==> src/rtl/line_burst_adaptor.sv <==
// Bridges a wide cache line port to a narrow burst memory port, one transaction at a time.
// A line read gathers S_LINE/S_BURST beats into line_o; a line write streams the latched line out beat by beat.
module line_burst_adaptor #(
  parameter int S_LINE  = 256,
  parameter int S_BURST = 64
) (
  input  logic                 clk,
  input  logic                 rst,
  input  logic [S_LINE-1:0]    line_i,
  output logic [S_LINE-1:0]    line_o,
  input  logic [31:0]          address_i,
  input  logic                 read_i,
  input  logic                 write_i,
  output logic                 resp_o,
  input  logic [S_BURST-1:0]   burst_i,
  output logic [S_BURST-1:0]   burst_o,
  output logic [31:0]          address_o,
  output logic                 read_o,
  output logic                 write_o,
  input  logic                 resp_i,
  output logic [1:0]           state_o
);

  localparam int BEATS = S_LINE / S_BURST;
  localparam int KW    = (BEATS > 1) ? $clog2(BEATS) : 1;
  localparam logic [KW-1:0] LAST       = KW'(BEATS - 1);
  localparam logic [31:0]   ALIGN_MASK = ~(32'(S_LINE / 8) - 32'd1);

  typedef enum logic [1:0] {
    IDLE = 2'd0,
    RD   = 2'd1,
    WR   = 2'd2,
    DONE = 2'd3
  } state_e;

  state_e                          state_q, state_d;
  logic [KW-1:0]                   k_q, k_d;
  logic [31:0]                     addr_q, addr_d;
  logic [BEATS-1:0][S_BURST-1:0]   wline_q, wline_d;
  logic [BEATS-1:0][S_BURST-1:0]   rline_q, rline_d;

  // Handshake: read_i/write_i are levels held until resp_o; read_o/write_o stay high
  // until the last beat is acknowledged; each resp_i=1 cycle in RD/WR moves exactly one beat.
  always_comb begin
    state_d = state_q;
    k_d     = k_q;
    addr_d  = addr_q;
    wline_d = wline_q;
    rline_d = rline_q;
    case (state_q)
      IDLE: begin
        if (write_i) begin
          wline_d = line_i;
          addr_d  = address_i & ALIGN_MASK;
          k_d     = '0;
          state_d = WR;
        end else if (read_i) begin
          addr_d  = address_i & ALIGN_MASK;
          k_d     = '0;
          state_d = RD;
        end
      end
      RD: begin
        if (resp_i) begin
          rline_d[k_q] = burst_i;
          if (k_q == LAST) begin
            k_d     = '0;
            state_d = DONE;
          end else begin
            k_d = k_q + KW'(1);
          end
        end
      end
      WR: begin
        if (resp_i) begin
          if (k_q == LAST) begin
            k_d     = '0;
            state_d = DONE;
          end else begin
            k_d = k_q + KW'(1);
          end
        end
      end
      DONE:    state_d = IDLE;
      default: state_d = IDLE;
    endcase
  end

  // Reset also clears the partially assembled read line.
  always_ff @(posedge clk) begin
    if (rst) begin
      state_q <= IDLE;
      k_q     <= '0;
      addr_q  <= '0;
      wline_q <= '0;
      rline_q <= '0;
    end else begin
      state_q <= state_d;
      k_q     <= k_d;
      addr_q  <= addr_d;
      wline_q <= wline_d;
      rline_q <= rline_d;
    end
  end

  assign read_o    = (state_q == RD);
  assign write_o   = (state_q == WR);
  assign resp_o    = (state_q == DONE);
  assign address_o = addr_q;
  assign line_o    = rline_q;
  assign burst_o   = wline_q[k_q];
  assign state_o   = state_q;

endmodule
==> config.mk <==
export PLATFORM = sky130hd
export DESIGN_NAME = line_burst_adaptor
export DESIGN_NICKNAME = d
export VERILOG_FILES = /design/src/rtl/line_burst_adaptor.sv
export SDC_FILE = /design/constraint.sdc
export NUM_CORES = 1
export LEC_CHECK = 0
export ABC_CLOCK_PERIOD_IN_PS = 2100
export CORE_AREA = 10 10 273 275
export DETAILED_ROUTE_END_ITERATION = 6
export DIE_AREA = 0 0 283 285
export REMOVE_ABC_BUFFERS = 1
export SYNTH_ARGS = -nofsm -noshare
export SYNTH_HDL_FRONTEND = slang
export SYNTH_SLANG_ARGS = --single-unit
==> constraint.sdc <==
create_clock -name clk -period 2.1 [get_ports clk]
set_input_delay 0.315 -clock clk [delete_from_list [all_inputs] [get_ports clk]]
set_output_delay 0.315 -clock clk [all_outputs]
set_load 0.02 [all_outputs]
## Yosys cells after proc, flatten, opt, wreduce, memory -nomap -nowiden

Index checks and enable logic that the tools add are counted.

- Register bits after elaboration: 548
- Bits in latches: 0
- Bits in writable memories: 0
- Bits in read-only memories: 0
- Input port bits: 357
- Output and inout bits: 357
- Memories kept: 0

- Add/sub/neg operators: 1
- Multiply operators: 0
- Divide/modulo/power cells: 0
- $lt $le $gt $ge: 2
- Equal/unequal tests: 7
- Shift operators: 0
- Muxes and demuxes: 17
- Bitwise logic cells: 0
- Reduce and logical (&&, ||, !) cells: 10

Operators by type and width:

| cell | number |
|---|---|
| bitwise mux 256 bit | 1 |
| binary-select mux 64 bit (select 2 bit) | 1 |
| demux 64 bit (select 2 bit) | 1 |
| 2-to-1 mux 64 bit | 2 |
| 2-to-1 mux 32 bit | 2 |
| 2-to-1 mux 2 bit | 8 |
| == test 2 bit, second input constant | 3 |
| case mux 2 bit (3 select lines) | 1 |
| AND reduction 2 bit | 3 |
| AND reduction 3 bit | 2 |
| inequality test 2 x 1 -> 1 bit, second input constant | 2 |
| case mux 2 bit (2 select lines) | 1 |
| nonzero test 2 bit | 2 |
| < comparator 2 x 3 -> 1 bit, second input constant | 1 |
| inequality test 3 bit, second input constant | 1 |
| adder 2 x 1 -> 2 bit, second input constant | 1 |
| == test 2 x 1 -> 1 bit, second input constant | 1 |
| >= comparator 2 x 1 -> 1 bit, second input constant | 1 |
| zero test 2 bit | 1 |
| OR reduction 2 bit | 1 |
| logical AND 1 bit | 1 |

## Logic depth before layout (Yosys ltp)

- Depth after elaboration: 5
- Mapped depth: 9
- Mapped depth without buffers: 5

## Least setup slack after synthesis

Ideal clock, no wire load.

- Kind: register -> register
- From: register k_q[0]
- To: register rline_q, in the netlist line_o[10]
- Data arrival time: 1.684 ns
- Data required time: 1.968 ns
- Path slack: 0.283 ns
- Stages on the path, launching flop included: 10
- Clock period less this slack: 1.817 ns
- Cell sequence: dfxtp_1 -> buf_2 -> buf_2 -> inv_1 -> ha_1 -> and3_1 -> buf_4 -> buf_2 -> nand2_1 -> a21oi_1

- Longest elaborated chain between the ends: 5

Ends and longest elaborated chain:

| element | line | text |
|---|---|---|
| start, declared | 37 | `logic [KW-1:0] k_q, k_d;` |
| start signal, assigned | 99 | `k_q <= k_d;` |
| < comparator 2 x 3 -> 1 bit (not written as such) / >= comparator 2 x 1 -> 1 bit (equally long branches) | 65 | `rline_d[k_q] = burst_i;` |
| logical AND 1 bit (not written as such) | 65 |  |
| 2-to-1 mux 64 bit (not written as such) | 65 |  |
| demux 64 bit (select 2 bit) * | 65 |  |
| bitwise mux 256 bit * | 65 |  |
| end signal, assigned | 102 | `rline_q <= rline_d;` |
| end, declared | 40 | `logic [BEATS-1:0][S_BURST-1:0] rline_q, rline_d;` |

Every way passes the cells marked *; elsewhere a longest branch is shown, timed or not.
A chain may end at the register's enable or synchronous reset.

## Worst setup path in the final report

- From: register k_q[0]
- To: output port burst_o[14]

- Longest elaborated chain between the ends: 2

Ends and longest elaborated chain:

| element | line | text |
|---|---|---|
| binary-select mux 64 bit (select 2 bit) | 111 | `assign burst_o = wline_q[k_q];` |
| 2-to-1 mux 64 bit (not written as such) | 111 |  |
| end, declared | 16 | `output logic [S_BURST-1:0] burst_o,` |

No other way between the ends. The select of a mux whose other input is x is not followed.

==> impl_metrics.tcl <==
set metrics [dict create \
    status "complete, but fails checks" \
    violations "setup timing" \
    yosysWarnings 0 \
    track_usage_pct 19.70 \
    htree_levels 2 \
    layout_setup_ws_ns -0.2766 \
    clkLatencyLatePin_ns 0.61 \
    synth.avg_cell_area_um2 8.421 \
    synth.most_common_cell "nand2_1" \
    ys_seq_area_share_pct 52.35 \
    setup_tns_ns -11.40 \
    cts_tree "built" \
    crit_type "reg2out" \
    n_fill_cell 6921 \
    syn_to_final_growth_pct 53.02 \
    synthTopCellsByCount "nand2_1 (1081), dfxtp_1 (543), a21oi_1 (493)" \
    drc 0 \
    holdWs_ns 0.1793 \
    cap_violations 0 \
    ff2ff_path_depth 9 \
    ys_ff_latch 543 \
    grt_max_degree 65 \
    end_kind "primary output" \
    r2r_slack_ns 0.12 \
    grt_pass1_wl_mm 122.9 \
    power_density_mw_per_mm2 1007 \
    multi_input_area_mm2 0.008733 \
    arrival_ns 2.06 \
    finClkSkew_ns 0.01801 \
    floorplan.initialDensity_pct 29.97 \
    tightestPinTransition_ns 0.6126 \
    required_ns 1.78 \
    synth_top_area_share_pct 52.35 \
    seq_area_mm2 0.01088 \
    critical_path.cell_chain "buf_12, buf_8, buf_16, mux4_2, buf_6" \
    slew_headroom_pct 59.16 \
    ys.flop_type "dfxtp_1" \
    path_max_fanout 7 \
    wl_per_cell_um 20.05 \
    postSynthCellCount 2466 \
    die_w_um 283 \
    coreArea_mm2 0.06930 \
    r2r-start "k_q[1]" \
    rows 97 \
    pin_count 714 \
    final_area_mm2 0.03178 \
    async_flop_share_pct 0 \
    clock-sinks 543 \
    first_global_vias 19100 \
    setup_viol 64 \
    cts_hold_buf 0 \
    post-route-min-period_ns 2.377 \
    crit_path_max_incr_delay_ns 0.51 \
    maxSlewViolCount 0 \
    syn_area_mm2 0.02077 \
    cts_buffers 60 \
    die_h_um 285 \
    clockBufferDepth 3 \
    cp-startpoint "k_q[0]" \
    grt_overflow 0 \
    drive_gt1_share_pct 13.25 \
    numPortBuffers 703 \
    finalHoldViolCount 0 \
    dieArea_mm2 0.08066 \
    clkTransAtPathRegs_ns 0.06 \
    rsz0062_at_grt "true" \
    drtAntennaViolNets 0 \
    fmax_ghz 0.4208 \
    drt-total-wl_mm 83.62 \
    gp_congestion 0.8448 \
    p_leak_nw 11.28 \
    critPathSlowestCell "mux4_2" \
    synth_largest_area_cell "dfxtp_1" \
    final_util_pct 45.85 \
    vdd_drop_max_uv 631.7 \
    viasPerCell 4.646 \
    cp-endpoint "burst_o[14]" \
    r2r-end "line_o[109]" \
    cts_root_buffer "clkbuf_16" \
    netlist_top_cells_area "dfxtp_1 (52%), nand2_1 (20%), a21oi_1 (12%), mux4_2 (6.9%), a21oi_2 (2.0%)" \
    antenna_found_initial 25 \
    hp-class "in2reg" \
    synth-edff-count 0 \
    dpl_worst_slack_ns -0.02800 \
    drt-initial-drc-count 1153 \
    critPathLaunchType "flop" \
    num-nets-final 3540 \
    fin_crit_sh_pct 113.2 \
    drt_first_pass_iters 5 \
    postPlaceCellArea_mm2 0.02925 \
    dp_hpwl_mm 61.73 \
    num_vias 19370 \
    synthDistinctLibCells 29 \
]
## stage by stage
stage	power, mW	instances
final	31.98	4170
after floorplan	15.65	2273
after global placement	21.02	4025
after detailed placement	21.08	4025
after CTS	32.36	4153
after global routing	33.56	4168
## state kept, by name, indices dropped and copies added, names as in the netlist
signal / cells
line_o: 256
wline_q: 256
address_o: 27
k_q: 2
state_o: 2
## cells by family (layout without fill, tap and decap cells)
group	after synthesis	in the layout	synth area share, %
other	1	12	0.01806
AOI/OAI and AO/OA	548	548	14.20
DFF	543	543	52.35
muxes	66	66	7.037
adders and majority gates	9	9	0.5423
buffers and inverters	201	954	5.754
and+or+nand+nor	1098	1098	20.10
## critical path: cells and delay by family (launching register included)
family / cells / cell delay [ns]
muxes: 1 / 0.51
buffers and inverters: 4 / 0.54
DFF: 1 / 0.40
## per-layer routing
layer	wire length [um]	global-route usage, %	vias up
li1	-	-	9500
met1	32020	22.06	8995
met2	40320	33.64	696
met3	8820	8.423	145
met4	2225	5.763	36
met5	230	0	-
## layout make-up
| cell class | count | share of cell area (%) |
|---|---|---|
| Clock buffer | 84 | 5.426 |
| Inverter | 4 | 0.04725 |
| Multi-Input combinational cell | 1726 | 27.48 |
| Antenna cell | 7 | 0.05513 |
| Tap cell | 940 | 3.701 |
| Timing Repair Buffer | 839 | 28.15 |
| Clock inverter | 27 | 0.8978 |
| Sequential cell | 543 | 34.24 |
## worst min-delay path by stage
stage / start / to / depth (start not counted)
6_report: rst / wline_q[84] / 2
5_1_grt: rst / wline_q[158] / 2
4_1_cts: rst / wline_q[158] / 2
3_5_place_dp: wline_q[125] / wline_q[125] / 2
3_3_place_gp: wline_q[154] / wline_q[154] / 2
2_1_floorplan: rst / wline_q[100] / 1
## repair_timing
action	CTS	global route
pin swaps	0	1
buffers inserted	14	11
setup endpoints to repair	68	70
resized for setup	395	24
gates cloned	4	1
hold endpoints to repair	0	0
## cell usage in the layout (no fill, tap or decap), types with 5 or more instances in the layout
cell type / Yosys / final
clkbuf_1: 53 / 13
conb_1: 1 / 5
buf_4: 18 / 68
buf_8: 9 / 7
buf_12: 2 / 53
clkinv_2: 0 / 16
clkbuf_16: 0 / 63
clkdlybuf4s50_1: 0 / 634
bufinv_16: 0 / 5
diode_2: 0 / 7
nand2_1: 1081 / 1080
clkbuf_8: 0 / 9
buf_6: 20 / 69
a21oi_1: 493 / 493
dfxtp_1: 543 / 540
a21oi_2: 48 / 48
mux4_2: 64 / 64
ha_1: 9 / 8
## where the power goes
group / total [mW] / internal [mW] / switching [mW]
sequential: 12.1 / 11.5 / 0.663
clock: 10.7 / 6.34 / 4.39
combinational: 9.14 / 4.21 / 4.93
total: 32.0 / 22.0 / 9.97
(Power assumes the default switching activity.)
